==> config.mk <==
export PLATFORM = sky130hd
export DESIGN_NAME = golden_nonce_collector_flat
export DESIGN_NICKNAME = d
export VERILOG_FILES = /design/src/rtl/golden_nonce_collector_pkg.sv /design/src/rtl/golden_nonce_collector_if.sv /design/src/rtl/golden_nonce_collector_fifo.sv /design/src/rtl/golden_nonce_collector.sv /design/src/flat_wrapper.sv
export SDC_FILE = /design/constraint.sdc
export NUM_CORES = 1
export LEC_CHECK = 0
export ABC_CLOCK_PERIOD_IN_PS = 7600
export CORE_ASPECT_RATIO = 0.75
export CORE_MARGIN = 4
export CORE_UTILIZATION = 59
export CTS_BUF_LIST = sky130_fd_sc_hd__clkbuf_4
export CTS_CLUSTER_SIZE = 28
export DETAILED_ROUTE_END_ITERATION = 7
export PLACE_DENSITY = 0.82
export SETUP_SLACK_MARGIN = 0.2
export SLEW_MARGIN = 20
export SYNTH_ARGS = -nofsm -noshare
export SYNTH_HDL_FRONTEND = slang
export SYNTH_SLANG_ARGS = --single-unit
==> constraint.sdc <==
create_clock -name hash_clk -period 7.6 [get_ports hash_clk]
set_clock_uncertainty 0.15 [all_clocks]
set_input_delay 1.14 -clock hash_clk [delete_from_list [all_inputs] [get_ports hash_clk]]
set_output_delay 1.14 -clock hash_clk [all_outputs]
set_load 0.1 [all_outputs]
==> src/rtl/golden_nonce_collector_pkg.sv <==
// Shared widths and helpers for the golden nonce collector.
// No logic; imported by the interface, the FIFO and the top.
package golden_nonce_pkg;

    localparam int NONCE_W    = 32;
    localparam int DROP_CNT_W = 16;

    // Width of a core index: at least one bit even for a single core.
    function automatic int id_width(input int n);
        return (n > 1) ? $clog2(n) : 1;
    endfunction

endpackage

==> src/rtl/golden_nonce_collector_if.sv <==
// Core-array inputs and host-side valid/ready stream of the collector.
// slave = collector side, master = core array / host side.
interface golden_nonce_collector_if
    import golden_nonce_pkg::*;
#(
    parameter int NUM_CORES = 4,
    parameter int CORE_ID_W = 2
);

    logic [NUM_CORES-1:0]         core_nonce_valid;
    logic [NONCE_W*NUM_CORES-1:0] core_nonce;
    logic                         out_valid;
    logic                         out_ready;
    logic [NONCE_W-1:0]           out_nonce;
    logic [CORE_ID_W-1:0]         out_core_id;

    modport master (
        output core_nonce_valid, core_nonce, out_ready,
        input  out_valid, out_nonce, out_core_id
    );

    modport slave (
        input  core_nonce_valid, core_nonce, out_ready,
        output out_valid, out_nonce, out_core_id
    );

endinterface

==> src/rtl/golden_nonce_collector_fifo.sv <==
// First-word-fall-through FIFO with occupancy count; a push into an empty FIFO is visible next cycle.
// Push while full is accepted only together with a pop; the head holds its last value while empty.
module nonce_fifo #(
    parameter int WIDTH = 34,
    parameter int DEPTH = 8
) (
    input  logic                       hash_clk,
    input  logic                       reset_n,
    input  logic                       push,
    input  logic [WIDTH-1:0]           din,
    input  logic                       pop,
    output logic [WIDTH-1:0]           dout,
    output logic [$clog2(DEPTH):0]     count
);

    localparam int AW = (DEPTH > 1) ? $clog2(DEPTH) : 1;
    localparam int CW = $clog2(DEPTH) + 1;

    logic [WIDTH-1:0] mem [DEPTH];
    logic [AW-1:0]    wr_ptr;
    logic [AW-1:0]    rd_ptr;
    logic [AW-1:0]    rd_nxt;
    logic             wr_en;
    logic             rd_en;

    assign rd_en  = pop && (count != '0);
    assign wr_en  = push && ((count != CW'(DEPTH)) || rd_en);
    assign rd_nxt = rd_ptr + AW'(1);

    always_ff @(posedge hash_clk) begin
        if (wr_en) begin
            mem[wr_ptr] <= din;
        end
    end

    always_ff @(posedge hash_clk or negedge reset_n) begin
        if (!reset_n) begin
            wr_ptr <= '0;
            rd_ptr <= '0;
            count  <= '0;
            dout   <= '0;
        end else begin
            if (wr_en) begin
                wr_ptr <= wr_ptr + AW'(1);
            end
            if (rd_en) begin
                rd_ptr <= rd_nxt;
            end
            case ({wr_en, rd_en})
                2'b10:   count <= count + CW'(1);
                2'b01:   count <= count - CW'(1);
                default: count <= count;
            endcase
            // Registered head: the pushed word bypasses memory when it becomes the new head.
            if (wr_en && ((count == '0) || ((count == CW'(1)) && rd_en))) begin
                dout <= din;
            end else if (rd_en && (count > CW'(1))) begin
                dout <= mem[rd_nxt];
            end
        end
    end

endmodule

==> src/rtl/golden_nonce_collector.sv <==
// Per-core one-entry slots drained round-robin into a FWFT FIFO; pulse to out_valid is 2 cycles.
// A full FIFO stalls slots losslessly; a new pulse onto a still-pending slot is dropped and counted.
module golden_nonce_collector
    import golden_nonce_pkg::*;
#(
    parameter int                 NUM_CORES    = 4,
    parameter int                 FIFO_DEPTH   = 8,
    parameter logic [NONCE_W-1:0] NONCE_ADJUST = '0,
    parameter int                 CORE_ID_W    = id_width(NUM_CORES)
) (
    input  logic                        hash_clk,
    input  logic                        reset_n,
    golden_nonce_collector_if.slave     bus,
    input  logic                        clear_stats,
    output logic [$clog2(FIFO_DEPTH):0] fifo_count,
    output logic [DROP_CNT_W-1:0]       drop_count,
    output logic                        overflow
);

    localparam int CW   = $clog2(FIFO_DEPTH) + 1;
    localparam int FW   = NONCE_W + CORE_ID_W;
    localparam int DN_W = $clog2(NUM_CORES + 1);
    localparam int SW   = DROP_CNT_W + 1;

    logic [NUM_CORES-1:0] slot_pend;
    logic [NONCE_W-1:0]   slot_dat [NUM_CORES];
    logic [CORE_ID_W-1:0] rr_ptr;
    logic [CORE_ID_W-1:0] gnt_idx;
    logic                 gnt_any;
    logic                 grant;
    logic                 pop;
    logic                 can_push;
    logic [NUM_CORES-1:0] drop;
    logic [DN_W-1:0]      drop_num;
    logic [SW-1:0]        drop_sum;
    logic [FW-1:0]        fifo_dout;

    assign bus.out_valid = (fifo_count != '0);
    assign pop           = bus.out_valid && bus.out_ready;
    assign can_push      = (fifo_count != CW'(FIFO_DEPTH)) || pop;
    assign grant         = gnt_any && can_push;

    // First pending slot at or after the round-robin pointer.
    always_comb begin
        int                   idx;
        logic [CORE_ID_W-1:0] sel;
        gnt_any = 1'b0;
        gnt_idx = '0;
        idx     = 0;
        sel     = '0;
        for (int k = 0; k < NUM_CORES; k++) begin
            idx = (int'(rr_ptr) + k) % NUM_CORES;
            sel = CORE_ID_W'(idx);
            if (!gnt_any && slot_pend[sel]) begin
                gnt_any = 1'b1;
                gnt_idx = sel;
            end
        end
    end

    always_comb begin
        drop     = '0;
        drop_num = '0;
        for (int i = 0; i < NUM_CORES; i++) begin
            drop[i]  = bus.core_nonce_valid[i] && slot_pend[i] &&
                       !(grant && (gnt_idx == CORE_ID_W'(i)));
            drop_num = drop_num + DN_W'(drop[i]);
        end
        // A clear starts the count from zero but still records this cycle's drops.
        drop_sum = (clear_stats ? '0 : {1'b0, drop_count}) + SW'(drop_num);
    end

    always_ff @(posedge hash_clk or negedge reset_n) begin
        if (!reset_n) begin
            slot_pend  <= '0;
            rr_ptr     <= '0;
            drop_count <= '0;
            overflow   <= 1'b0;
            for (int i = 0; i < NUM_CORES; i++) begin
                slot_dat[i] <= '0;
            end
        end else begin
            if (grant) begin
                rr_ptr <= (gnt_idx == CORE_ID_W'(NUM_CORES - 1)) ? '0 : gnt_idx + CORE_ID_W'(1);
            end
            for (int i = 0; i < NUM_CORES; i++) begin
                if (bus.core_nonce_valid[i] && !drop[i]) begin
                    slot_dat[i]  <= bus.core_nonce[NONCE_W*i +: NONCE_W] + NONCE_ADJUST;
                    slot_pend[i] <= 1'b1;
                end else if (grant && (gnt_idx == CORE_ID_W'(i))) begin
                    slot_pend[i] <= 1'b0;
                end
            end
            drop_count <= drop_sum[DROP_CNT_W] ? '1 : drop_sum[DROP_CNT_W-1:0];
            overflow   <= (|drop) ? 1'b1 : (clear_stats ? 1'b0 : overflow);
        end
    end

    nonce_fifo #(
        .WIDTH (FW),
        .DEPTH (FIFO_DEPTH)
    ) u_fifo (
        .hash_clk (hash_clk),
        .reset_n  (reset_n),
        .push     (grant),
        .din      ({gnt_idx, slot_dat[gnt_idx]}),
        .pop      (pop),
        .dout     (fifo_dout),
        .count    (fifo_count)
    );

    assign bus.out_nonce   = fifo_dout[NONCE_W-1:0];
    assign bus.out_core_id = fifo_dout[FW-1:NONCE_W];

endmodule
==> src/flat_wrapper.sv <==
// flat-port wrapper written by rule: the top's interface ports become plain ports
module golden_nonce_collector_flat import golden_nonce_pkg::*;
#(
    parameter int                 NUM_CORES    = 4,
    parameter int                 FIFO_DEPTH   = 8,
    parameter logic [NONCE_W-1:0] NONCE_ADJUST = '0,
    parameter int                 CORE_ID_W    = id_width(NUM_CORES)
)
  (hash_clk, reset_n, clear_stats, fifo_count, drop_count, overflow, bus_core_nonce_valid, bus_core_nonce, bus_out_ready, bus_out_valid, bus_out_nonce, bus_out_core_id);
  golden_nonce_collector_if #(.NUM_CORES(NUM_CORES), .CORE_ID_W(CORE_ID_W)) bus_i ();
  input  logic hash_clk;
  input  logic reset_n;
  input  logic clear_stats;
  output logic [$clog2(FIFO_DEPTH):0] fifo_count;
  output logic [DROP_CNT_W-1:0] drop_count;
  output logic overflow;
  input wire logic [$bits(bus_i.core_nonce_valid)-1:0] bus_core_nonce_valid;
  input wire logic [$bits(bus_i.core_nonce)-1:0] bus_core_nonce;
  input wire logic [$bits(bus_i.out_ready)-1:0] bus_out_ready;
  output wire logic [$bits(bus_i.out_valid)-1:0] bus_out_valid;
  output wire logic [$bits(bus_i.out_nonce)-1:0] bus_out_nonce;
  output wire logic [$bits(bus_i.out_core_id)-1:0] bus_out_core_id;
  assign bus_i.core_nonce_valid = bus_core_nonce_valid;
  assign bus_i.core_nonce = bus_core_nonce;
  assign bus_i.out_ready = bus_out_ready;
  assign bus_out_valid = bus_i.out_valid;
  assign bus_out_nonce = bus_i.out_nonce;
  assign bus_out_core_id = bus_i.out_core_id;
  golden_nonce_collector #(.NUM_CORES(NUM_CORES), .FIFO_DEPTH(FIFO_DEPTH), .NONCE_ADJUST(NONCE_ADJUST), .CORE_ID_W(CORE_ID_W)) u_core (.hash_clk(hash_clk), .reset_n(reset_n), .bus(bus_i), .clear_stats(clear_stats), .fifo_count(fifo_count), .drop_count(drop_count), .overflow(overflow));
endmodule
==> out/metrics.csv, run 1 <==
metric,value,unit
1st-pass router iterations,5,
multi-input logic area,0.006350,mm²
Root Driver,clkbuf_4,
sequential share of the synthesized area,66.13,%
Hold/Removal Path Class,in -> async,
vias in the first global route,13230,
max cap viols,0,
Slew @ Worst Pin,1059,ps
CTS max path bufs,3,
worst path cell trace,a21oi_1 > nor3b_1 > or3_2 > buf_4 > a31oi_2 > buf_4 > nand2_1 > ha_1 > fa_1 > ha_1 > fa_1 > a21oi_1 > nor2_1 > nand3_1 > o21ai_0,
final setup fails,0,
Hold Fails Final Rpt,0,
RSZ-0062 raised after global routing,no,
Die W,219.2,µm
status,completed,
reg-to-reg setup timing slack,2430,ps
Buf/Inv on CP,2,
H-tree depth,3,
"Net Count, Synth",1413,
Synth Cell Area,0.01973,mm²
area of the core,0.03266,mm²
via count,12560,
first-pass GRT wire length,76400,µm
DP HPWL,31310,µm
Ports,192,
critical path type,reg -> reg,
Async SR Flop Fraction,41.76,%
Unique masters post-synth,57,
Final Net Count,1653,
f_max,193.4,MHz
reg2reg end,u_core.drop_count[11]$_DFF_PN0_,
ratio of cells with drive above 1 in the final layout,22.27,%
Synth top area share,41.40,%
largest cells by area after synthesis,"edfxtp_1, dfrtp_1, mux4_2",
number of flops mapped to enable cells by yosys,272,
Relative slew margins,29.20,%
Crit-path slowest cell,nor2_1,
Tmin final,5171,ps
Die Ht,166.4,µm
crit-path max FO,41,
Worst-path clk slew,80,ps
Sink Count,467,
Row Count,57,
crit path DAT,5710,ps
max-slew violation count,0,
max incr delay on CP,500,ps
Yosys Warn Count,0,
RD Place Congestion,0.8822,
Die ar.,0.03646,mm²
ys flop type,edfxtp_1,
"Gates resized, CTS repair",0,
total grt overflow,0,
Initial Utilization,60.40,%
drt wl/cell,24.31,µm
Initial DRC Count,1643,
fill cell count,2115,
final period utilization,68.04,%
total track usage,27.39,%
#FFs+latches synth,467,
later-pin clock latency in the skew report,800,ps
Port Buffers,191,
Post-CTS Hold Buffers,0,
setup TNS,0,ps
"antenna viol nets, final",0,
Synth area leader,edfxtp_1,
worst r2r path cells,15,
launching point of the worst reg2reg path,u_core.rr_ptr[1]$_DFFE_PN0P_,
initial antenna violation count,1,
syn_area_per_cell,15.63,µm²
CP endpoint kind,flip-flop,
CTS tree,yes,
Register Area,0.01305,mm²
Post-route DRC,0,
Critical Path RT,8140,ps
Vias/cell,6.167,
Worst path top cell family by delay,simple AND/OR/NAND/NOR gates,
largest net degree at the start of global routing,115,
Area Overhead vs Synth,19.15,%
Post CTS Setup Buffer Count,0,
Startpoint Class,flip-flop,
TritonCTS Buffers,106,
final WL,49510,µm
Mapped Cells,1262,
## synthesized netlist by cell type (all sizes together) (6+ instances only)
library cell	instances
mux2	66
xor2	6
o21ai	13
a222oi	15
nand2b	8
a21oi	9
edfxtp	272
nand2	173
xnor2	13
nor2b	8
mux2i	115
nand3	7
ha	13
clkbuf	53
nor3	7
inv	10
mux4	68
buf	33
nor2	16
o22ai	65
dfrtp	195
o211ai	18
o221ai	33
## per-stage QoR
step	util [%]	cell area, µm²	cells	hold WS [ps]	setup WS (ps)
6_report	71.97	23510	2037	344.5	2429
3_3_place_gp	67.68	22110	1836	336.7	1971
4_1_cts	71.94	23500	2036	297.6	2521
3_5_place_dp	67.68	22110	1836	343.7	1790
5_1_grt	71.97	23510	2037	349.7	2146
2_1_floorplan	-	19730	1262	314.2	1516
## routing by layer
metal  track usage [%]  share of wire [%]  up-vias
met5                 0                  0        -
met4             10.74                3.1        0
met3             6.750                8.6      101
met2             42.56                 48      700
met1             37.93                 40     6325
li1                  -                  -     5437
## how the worst max path moves through the flow
stage,start,endpoint,slack (ps),depth (start not counted)
floorplan,u_core.u_fifo.count[1]$_DFFE_PN0P_,u_core.u_fifo.mem[0][0]$_DFFE_PP_,1520,6
global route,u_core.rr_ptr[1]$_DFFE_PN0P_,u_core.drop_count[11]$_DFF_PN0_,2150,15
global placement,bus_out_ready,u_core.drop_count[12]$_DFF_PN0_,1970,14
CTS,u_core.rr_ptr[1]$_DFFE_PN0P_,u_core.drop_count[11]$_DFF_PN0_,2520,15
finish,u_core.rr_ptr[1]$_DFFE_PN0P_,u_core.drop_count[11]$_DFF_PN0_,2430,15
detailed placement,bus_out_ready,u_core.drop_count[4]$_DFF_PN0_,1790,14
## cell type report
| type | instances | share of cell area [%] |
|---|---|---|
| well taps | 442 | 2.353 |
| inverters | 10 | 0.1597 |
| repair buffers | 218 | 9.027 |
| clock inverters | 38 | 0.7452 |
| flip-flops and latches | 467 | 55.52 |
| diodes | 1 | 0.01065 |
| clock buffers | 162 | 5.174 |
| multi-input cells | 699 | 27.01 |
## cells by family after synthesis
| logic type | after synthesis | share of synthesized area, % |
|---|---|---|
| flip-flops | 467 | 66.13 |
| buffers and inverters | 96 | 2.144 |
| multiplexers | 249 | 17.94 |
| AO/OA/AOI/OAI | 170 | 6.342 |
| AND/OR/NAND/NOR | 246 | 5.575 |
| adder cells (fa/ha/maj) | 15 | 1.027 |
| XOR/XNOR | 19 | 0.8435 |
## cells in the final DEF (no fill, tap or decap), types with 4 or more instances in the layout
cell             synthesis  final
clkdlybuf4s50_1          0    190
a222oi_1                15     15
a21oi_1                  9      9
xnor2_1                 13     13
nor3_2                   0      4
nand2b_1                 8      8
o22ai_1                 65     65
edfxtp_1               272    272
nor2_1                  16     13
buf_4                    1     26
ha_1                    13     12
o221ai_1                32     32
clkinv_1                 0     30
nand2_1                173    172
mux2i_1                115    115
dfrtp_1                195    194
xor2_1                   6      5
nor2b_1                  8      8
mux2_2                  36     36
mux4_2                  68     68
o21ai_0                 12     12
o211ai_1                18     18
nand3_1                  7      7
inv_2                    1      5
clkbuf_4                 0    162
mux2_4                  30     30
inv_1                    9      9
## registers in the layout, indices dropped and copies added, names as in the netlist
name and flops:
u_core.drop_count 16, u_core.overflow 1, u_core.rr_ptr 2, u_core.slot_dat 128, u_core.slot_pend 4, u_core.u_fifo.count 4, u_core.u_fifo.dout 34, u_core.u_fifo.mem 272
u_core.u_fifo.rd_ptr 3, u_core.u_fifo.wr_ptr 3
Power of run 1 is left out: the tool's default activity adds up to more than one toggle a clock period on the data nets, which glitch-free logic cannot reach.
==> inputs of run 2 (changes only) <==
ABC_CLOCK_PERIOD_IN_PS = 4900   (was 7600)
clock period = 4.9 ns   (was 7.6 ns; I/O delays follow)
==> run 2 against run 1 <==
Effect of this change:
- critical path depth unchanged
- setup slack got worse by 2000 ps
- first-iteration DRC count increased by 2.0%
- final cell count decreased by 0.15%
- critical path type unchanged
==> out/metrics.csv, run 2 (synthesis gave the netlist of run 1 again) <==
metric,value,unit,change
total track usage,27.95,%,+0.55 points
Sink Count,467,,unchanged
setup TNS,0,ps,unchanged
largest net degree at the start of global routing,109,,-5.2%
Critical Path RT,5390,ps,-2750 ps
f_max,224.5,MHz,+16%
area of the core,0.03266,mm²,unchanged
Vias/cell,6.256,,+1.4%
initial antenna violation count,2,,+1
Hold/Removal Path Class,reg -> reg,,
total grt overflow,0,,unchanged
first-pass GRT wire length,78030,µm,+2.1%
DP HPWL,31920,µm,+2.0%
ratio of cells with drive above 1 in the final layout,23.46,%,+1.2 points
TritonCTS Buffers,105,,-0.94%
via count,12730,,+1.3%
Tmin final,4455,ps,-716.1 ps
Hold Fails Final Rpt,0,,unchanged
status,completed,,
Hold Slack,357.5,ps,+13.03 ps
Top Registers,"u_core.u_fifo.mem (272), u_core.slot_dat (128), u_core.u_fifo.dout (34)",,
H-tree depth,3,,unchanged
Area Overhead vs Synth,19.74,%,
1st-pass router iterations,6,,+1
Initial DRC Count,1676,,+2.0%
most frequent cells in the layout,"edfxtp_1, dfrtp_1, clkdlybuf4s50_1",,
CTS tree,yes,,
Startpoint Class,flip-flop,,
Relative slew margins,24.20,%,-5.0 points
Post-route DRC,0,,unchanged
Worst-path clk slew,70,ps,about the same
CTS max path bufs,3,,unchanged
Slew @ Worst Pin,1136,ps,+77.06 ps
Row Count,57,,unchanged
RSZ-0062 raised after global routing,no,,
later-pin clock latency in the skew report,790,ps,about the same
Initial Utilization,60.40,%,unchanged
final period utilization,90.93,%,+23 points
drt wl/cell,24.61,µm,+1.3%
CP endpoint kind,flip-flop,,
Port Buffers,191,,unchanged
Largest Register,u_core.u_fifo.mem,,
max FFs per register,272,,unchanged
fill cell count,2089,,-1.2%
"most common cell after layout, fill and taps aside",edfxtp_1,,
vias in the first global route,13510,,+2.1%
RD Place Congestion,0.8982,,+1.8%
crit-path max FO,26,,-37%
Final Net Count,1657,,+0.24%
max cap viols,0,,unchanged
max-slew violation count,0,,unchanged
Die ar.,0.03646,mm²,unchanged
Die Ht,166.4,µm,unchanged
"antenna viol nets, final",0,,unchanged
critical path type,reg -> reg,,
final setup fails,0,,unchanged
final WL,50060,µm,+1.1%
Root Driver,clkbuf_4,,
Ports,192,,unchanged
crit path DAT,4950,ps,-760 ps
Die W,219.2,µm,unchanged
==> run 2: layout make-up <==
type / instances / area, µm² / area share (%)
antenna: 2 / 5.005 / 0.02119
tap: 442 / 553.0 / 2.341
clock inverter: 16 / 60.06 / 0.2542
sequential: 467 / 13060 / 55.26
clock buffer: 175 / 1314 / 5.561
multi-input combinational: 699 / 6379 / 27.00
timing repair buffer: 223 / 2221 / 9.401
inverter: 10 / 37.54 / 0.1589
==> run 2: critical path: stages (launching register included) <==
cell	delay (ps)
dfrtp_1	460
a21oi_1	180
nor3b_1	60
or3_2	530
buf_4	320
a31oi_2	250
nand2_1	80
ha_1	290
fa_1	390
ha_1	330
fa_1	460
a21oi_1	250
nor2_2	150
nand4_1	140
xor2_1	140
o21ai_0	90
==> run 2: final timing paths <==
| path | from | to | slack [ps] | cells after the start |
|---|---|---|---|---|
| setup reg to reg | u_core.rr_ptr[1]$_DFFE_PN0P_ | u_core.drop_count[12]$_DFF_PN0_ | 440 | 15 |
| max in group asynchronous | reset_n | u_core.slot_dat[121]$_DFFE_PN0P_ | 3060 | 3 |
| hold reg to reg | u_core.slot_dat[125]$_DFFE_PN0P_ | u_core.slot_dat[125]$_DFFE_PN0P_ | 360 | 1 |
| setup / recovery | u_core.rr_ptr[1]$_DFFE_PN0P_ | u_core.drop_count[12]$_DFF_PN0_ | 440 | 15 |
| min in group asynchronous | reset_n | u_core.slot_dat[37]$_DFFE_PN0P_ | 490 | 2 |
| hold / removal | u_core.slot_dat[125]$_DFFE_PN0P_ | u_core.slot_dat[125]$_DFFE_PN0P_ | 360 | 1 |
==> run 2: stage by stage <==
| step | cell area, µm² | cells | utilization (%) | setup slack [ps] |
|---|---|---|---|---|
| 6_report | 23620 | 2034 | 72.32 | 444.7 |
| 2_1_floorplan | 19740 | 1262 | - | 29.65 |
| 3_5_place_dp | 22220 | 1840 | 68.03 | 144.6 |
| 5_1_grt | 23620 | 2034 | 72.32 | 270.4 |
| 4_1_cts | 23610 | 2032 | 72.27 | 322.6 |
| 3_3_place_gp | 22220 | 1840 | 68.03 | 265.6 |
==> run 2: metal layers <==
| metal | share of wire, % | global-route usage, % | wire (µm) | vias to the layer above |
|---|---|---|---|---|
| met5 | 0.028 | 0 | 14 | - |
| met4 | 2.5 | 9.475 | 1269 | 2 |
| met3 | 8.6 | 7.280 | 4324 | 95 |
| met2 | 49 | 44.75 | 24730 | 708 |
| met1 | 39 | 37.84 | 19720 | 6488 |
| li1 | - | - | - | 5432 |
==> run 2: what timing repair did <==
item                       CTS  global route
hold endpoints to repair   107             0
hold buffers                 1             0
setup buffers                0             0
setup endpoints to repair    0            15
gates resized for setup      0             3
Power of run 2 is left out for the same reason.
==> inputs of run 3 (changes only) <==
ABC_CLOCK_PERIOD_IN_PS = 5300   (was 4900)
CORE_UTILIZATION = 64   (was 59)
PLACE_DENSITY = 0.88   (was 0.82)
clock period = 5.3 ns   (was 4.9 ns; I/O delays follow)
==> run 3 against run 2 <==
Effect of this change:
- die area shrank 7.5%
- fmax shrank 6.9%
- highest routed layer is now met4
- critical path depth shrank 1
- flip-flop and latch count is the same
- setup slack gained 68 ps
- final cell count shrank 2.1%
- non-clock buffer count grew 3
- the run now ends with design-rule violations left
- worst hold slack gained 2.6 ps
- count of clock-buffer cells in the layout shrank 8
- via count grew 0.75%
==> out/metrics.csv, run 3 (synthesis gave the netlist of run 1 again) <==
metric,value,unit,change
Slew @ Worst Pin,1100,ps,-36.20 ps
final WL,50600,µm,+1.1%
total grt overflow,0,,unchanged
launching point of the worst reg2reg path,u_core.slot_pend[1]$_DFFE_PN0P_,,
1st-pass router iterations,8,,+2
Post-route DRC,17,,+17
Die W,210.7,µm,-3.8%
vias in the first global route,13430,,-0.62%
"antenna viol nets, final",0,,unchanged
Initial DRC Count,1942,,+16%
Die Ht,160.1,µm,-3.8%
Worst path top cell family by delay,simple AND/OR/NAND/NOR gates,,
setup TNS,0,ps,unchanged
max-slew violation count,0,,unchanged
CTS tree,yes,,
hold_sp,u_core.slot_dat[125]$_DFFE_PN0P_,,
Hold/Removal Path Class,reg -> reg,,
Critical Path RT,5820,ps,+430 ps
final setup fails,0,,unchanged
via count,12820,,+0.75%
max FFs per register,272,,unchanged
f_max,208.9,MHz,-6.9%
worst path cell trace,inv_1 > a21oi_1 > or3_2 > buf_4 > a31oi_2 > nand2_1 > ha_1 > fa_1 > ha_1 > fa_1 > a21oi_1 > nor2_1 > nand3_1 > o21ai_0,,
Row Count,55,,-3.5%
reg2reg end,u_core.drop_count[12]$_DFF_PN0_,,
CTS max path bufs,3,,unchanged
Tmin final,4788,ps,+332.3 ps
Top Registers,"u_core.u_fifo.mem (272), u_core.slot_dat (128), u_core.u_fifo.dout (34)",,
CP endpoint kind,flip-flop,,
Ports,192,,unchanged
"most common cell after layout, fill and taps aside",edfxtp_1,,
total track usage,30.06,%,+2.1 points
Worst-path clk slew,80,ps,about the same
status,"complete, but fails checks",,
drt wl/cell,25.41,µm,+3.3%
Hold Path Cell Cnt,1,,unchanged
Port Buffers,191,,unchanged
largest net degree at the start of global routing,117,,+7.3%
most frequent cells in the layout,"edfxtp_1, dfrtp_1, clkdlybuf4s50_1",,
WHS Endpoint,u_core.slot_dat[125]$_DFFE_PN0P_,,
Hold Fails Final Rpt,0,,unchanged
Die ar.,0.03373,mm²,-7.5%
first-pass GRT wire length,77960,µm,about the same
Sink Count,467,,unchanged
Root Driver,clkbuf_4,,
Crit-path slowest cell,nor2_1,,
RD Place Congestion,0.8643,,-3.8%
post-layout util,77.76,%,+5.4 points
crit path DAT,5310,ps,+360 ps
DP HPWL,32580,µm,+2.1%
Vias/cell,6.439,,+2.9%
later-pin clock latency in the skew report,780,ps,about the same
Post CTS Setup Buffer Count,0,,unchanged
max cap viols,0,,unchanged
max incr delay on CP,500,ps,-30 ps
worst r2r path cells,14,,-1
critical path type,reg -> reg,,
Area Overhead vs Synth,19.35,%,
TritonCTS Buffers,105,,unchanged
Largest Register,u_core.u_fifo.mem,,
initial antenna violation count,1,,-1
Buf/Inv on CP,2,,+1
H-tree depth,3,,unchanged
Initial Utilization,65.16,%,+4.8 points
failing checks,design-rule violations,,
Startpoint Class,flip-flop,,
Relative slew margins,26.47,%,+2.3 points
RSZ-0062 raised after global routing,no,,
final period utilization,90.33,%,-0.59 points
area of the core,0.03028,mm²,-7.3%
crit-path max FO,40,,+54%
ratio of cells with drive above 1 in the final layout,22.94,%,-0.52 points
Final Net Count,1660,,+0.18%
reg-to-reg setup timing slack,510,ps,+70 ps
[run 3: cell count changes in the layout (fill, tap and decap cells not counted), moves of 3 or more]
cell / change
buf_12: -4
buf_4: +6
clkbuf_4: -8
dfrtp_1: +3
dfrtp_2: -3
[run 3: metrics by stage]
stage	cell area [µm²]	setup slack, ps	hold slack (ps)	cells
floorplan	19740	109.0	314.2	1262
global placement	22130	467.9	336.9	1800
detailed placement	22130	312.5	344.4	1800
CTS	23540	591.7	360.1	1990
global route	23550	327.7	372.0	1991
finish	23550	512.4	360.1	1991
[run 3: area by class of cell]
cell class / count / area, µm²
timing repair buffer: 226 / 2197
clock buffer: 167 / 1254
inverter: 10 / 37.54
tap: 399 / 499.2
sequential: 467 / 13050
fill: 1629 / 6733
clock inverter: 22 / 140.1
antenna: 1 / 2.502
multi-input combinational: 699 / 6365
[run 3: repair_timing]
action / in CTS / in global routing
endpoints found under the hold margin: 4 / 0
resized for setup: 0 / 0
hold buffers: 1 / 0
[run 3: worst register-to-register path, delay by kind of cell (launching register included)]
kind,cells,cell delay (ps)
flops,1,460
simple gates,4,1520
compound gates,4,720
fa+ha+maj,4,1270
buf+inv,2,570
[run 3: per-layer routing]
layer / track usage (%) / routed length, µm / up-vias
met2: 47.78 / 24500 / 867
met3: 6.147 / 4667 / 156
met4: 11.22 / 1923 / 0
met5: 0 / 0 / -
met1: 41.98 / 19500 / 6381
li1: - / - / 5417
[run 3: how the worst max path moves through the flow]
stage | from | end | slack (ps) | cells after the start
4_1_cts | u_core.rr_ptr[1]$_DFFE_PN0P_ | u_core.drop_count[12]$_DFF_PN0_ | 590 | 13
6_report | u_core.slot_pend[1]$_DFFE_PN0P_ | u_core.drop_count[12]$_DFF_PN0_ | 510 | 14
3_5_place_dp | bus_out_ready | u_core.drop_count[15]$_DFF_PN0_ | 310 | 14
3_3_place_gp | bus_out_ready | u_core.drop_count[9]$_DFF_PN0_ | 470 | 13
2_1_floorplan | u_core.u_fifo.count[1]$_DFFE_PN0P_ | u_core.u_fifo.mem[4][0]$_DFFE_PP_ | 110 | 6
5_1_grt | u_core.slot_pend[1]$_DFFE_PN0P_ | u_core.drop_count[9]$_DFF_PN0_ | 330 | 14
Power of run 3 is left out for the same reason.
==> edit, RTL diff (flow settings as in run 2) <==
Register the output `fifo_count`, with the module's reset; this adds one clock of latency there. The other outputs are not delayed to match.
--- a/src/rtl/golden_nonce_collector.sv
+++ b/src/rtl/golden_nonce_collector.sv
@@ -23,4 +23,6 @@
     localparam int SW   = DROP_CNT_W + 1;
 
+    logic [$clog2(FIFO_DEPTH):0] fifo_count_d;
+
     logic [NUM_CORES-1:0] slot_pend;
     logic [NONCE_W-1:0]   slot_dat [NUM_CORES];
@@ -36,7 +38,7 @@
     logic [FW-1:0]        fifo_dout;
 
-    assign bus.out_valid = (fifo_count != '0);
+    assign bus.out_valid = (fifo_count_d != '0);
     assign pop           = bus.out_valid && bus.out_ready;
-    assign can_push      = (fifo_count != CW'(FIFO_DEPTH)) || pop;
+    assign can_push      = (fifo_count_d != CW'(FIFO_DEPTH)) || pop;
     assign grant         = gnt_any && can_push;
 
@@ -107,5 +109,5 @@
         .pop      (pop),
         .dout     (fifo_dout),
-        .count    (fifo_count)
+        .count    (fifo_count_d)
     );
 
@@ -113,3 +115,11 @@
     assign bus.out_core_id = fifo_dout[FW-1:NONCE_W];
 
+    always_ff @(posedge hash_clk or negedge reset_n) begin
+        if (!reset_n) begin
+            fifo_count <= '0;
+        end else begin
+            fifo_count <= fifo_count_d;
+        end
+    end
+
 endmodule
Formal check against the unedited RTL: not equivalent (a bounded check fails within 4 cycles, from zero or initial values and one cycle with reset_n low).
==> edit against run 2 <==
- routed wire length up 0.77%
- hold slack worse by 0.019 ns
- count of clock-buffer cells in the layout fell by 17
- area after synthesis up 0.51%
- setup slack improved by 0.076 ns
- sequential cell count up 4
- final area grew 0.62%
Power is not shown: default switching activity piles up to over one toggle a cycle in this logic, so the estimate is an artifact.
==> edit: results (changes against run 2) <==
status: "finished, final reports clean"
synth-edff-count: 272  # unchanged
met3_length_um: 4808  # +11%
synth.net_count: 1417  # +0.28%
hold_buffers: 1  # unchanged
cp_max_fo: 26  # unchanged
path_clk_slew_ns: 0.07  # about the same
globalplace.congestion: 0.9162  # +2.0%
wl_per_cell_um: 24.59  # about the same
yosys_warnings: 0  # unchanged
drt-initial-drc-count: 1625  # -3.0%
drtPass1Iterations: 5  # -1
rrSetupSlack_ns: 0.52  # +0.08 ns
slew_viol_final: 0  # unchanged
wl_met1_um: 19760  # +0.18%
h-tree-depth: 3  # unchanged
fin_nets: 1664  # +0.42%
place_ws_ns: 0.05947  # -0.08517 ns
antenna_found_initial: 3  # +1
wl_met2_um: 24450  # -1.1%
reg_top3: "u_core.u_fifo.mem: 272 flops, u_core.slot_dat: 128 flops, u_core.u_fifo.dout: 34 flops"
insertion_delay_ns: 0.80
synth_xor_area_share_pct: 0.8392  # -0.0043 points
use_met1_pct: 38.96  # +1.1 points
viasPerCell: 6.247  # -0.15%
cts.repair.resized: 0  # unchanged
synth_common_cells: "272 x edfxtp_1, 199 x dfrtp_1, 173 x nand2_1, 115 x mux2i_1, 68 x mux4_2"
cts_root_buf: "clkbuf_4"
dp_cells: 1844  # +0.22%
clk_path_buf_depth: 3  # unchanged
synth_mux_area_share_pct: 17.84  # -0.091 points
maxSlewHeadroom_pct: 17.36  # -6.8 points
grt_util_met2_pct: 43.66  # -1.1 points
ys_types: 58  # +1.8%
synth_compound_area_share_pct: 6.310  # -0.032 points
async_flop_share_pct: 42.25  # +0.49 points
synth_fa_ha_area_share_pct: 1.022  # -0.0052 points
final_cells: 2051  # +0.84%
syn_inst: 1266  # +0.32%
drive_gt1_share_pct: 22.22  # -1.2 points
hold_path.class: "flip-flop to flip-flop"
dpl_cell_area_um2: 22300  # +0.34%
grtUsageMet3_pct: 6.849  # -0.43 points
track_usage_pct: 27.74  # -0.21 points
max_stage_delay_ns: 0.52
post-dp-hpwl_um: 32140  # +0.68%
grt_pass1_wl_um: 77500  # -0.68%
numCtsBuffers: 108  # +2.9%
seq_area_frac_synth_pct: 66.30  # +0.17 points
grt_pass1_vias: 13166  # -2.6%
crit_arrival_ns: 4.88  # -0.07 ns
top_layer_used: "met5"
synthTopCellsByArea: "edfxtp_1 41%, dfrtp_1 25%, mux4_2 7.7%"
grt_max_degree: 113  # +3.7%
whs_ns: 0.3387  # -0.01881 ns
edit: cell count changes after synthesis:
cell,before,now
clkbuf_1,53,51
dfrtp_1,195,199
buf_1,0,2
edit: path summary, 6_finish.rpt:
| kind | from | end | depth (start not counted) |
|---|---|---|---|
| worst min register to register | u_core.u_fifo.count[1] | u_core.fifo_count[1] | 0 |
| worst max-delay path | u_core.rr_ptr[1] | u_core.drop_count[6] | 14 |
| max in group asynchronous | reset_n | u_core.slot_dat[20] | 3 |
| worst max register to register | u_core.rr_ptr[1] | u_core.drop_count[6] | 14 |
| min in group asynchronous | reset_n | u_core.u_fifo.dout[6] | 2 |
| worst min-delay path | u_core.u_fifo.count[1] | u_core.fifo_count[1] | 0 |
edit: layout make-up:
class	count	area, µm²
Clock buffer	158	1186
Timing Repair Buffer	223	2196
Sequential cell	471	13150
Inverter	10	37.54
Antenna cell	2	5.005
Fill cell	2032	8964
Multi-Input combinational cell	699	6382
Clock inverter	46	260.3
Tap cell	442	553.0
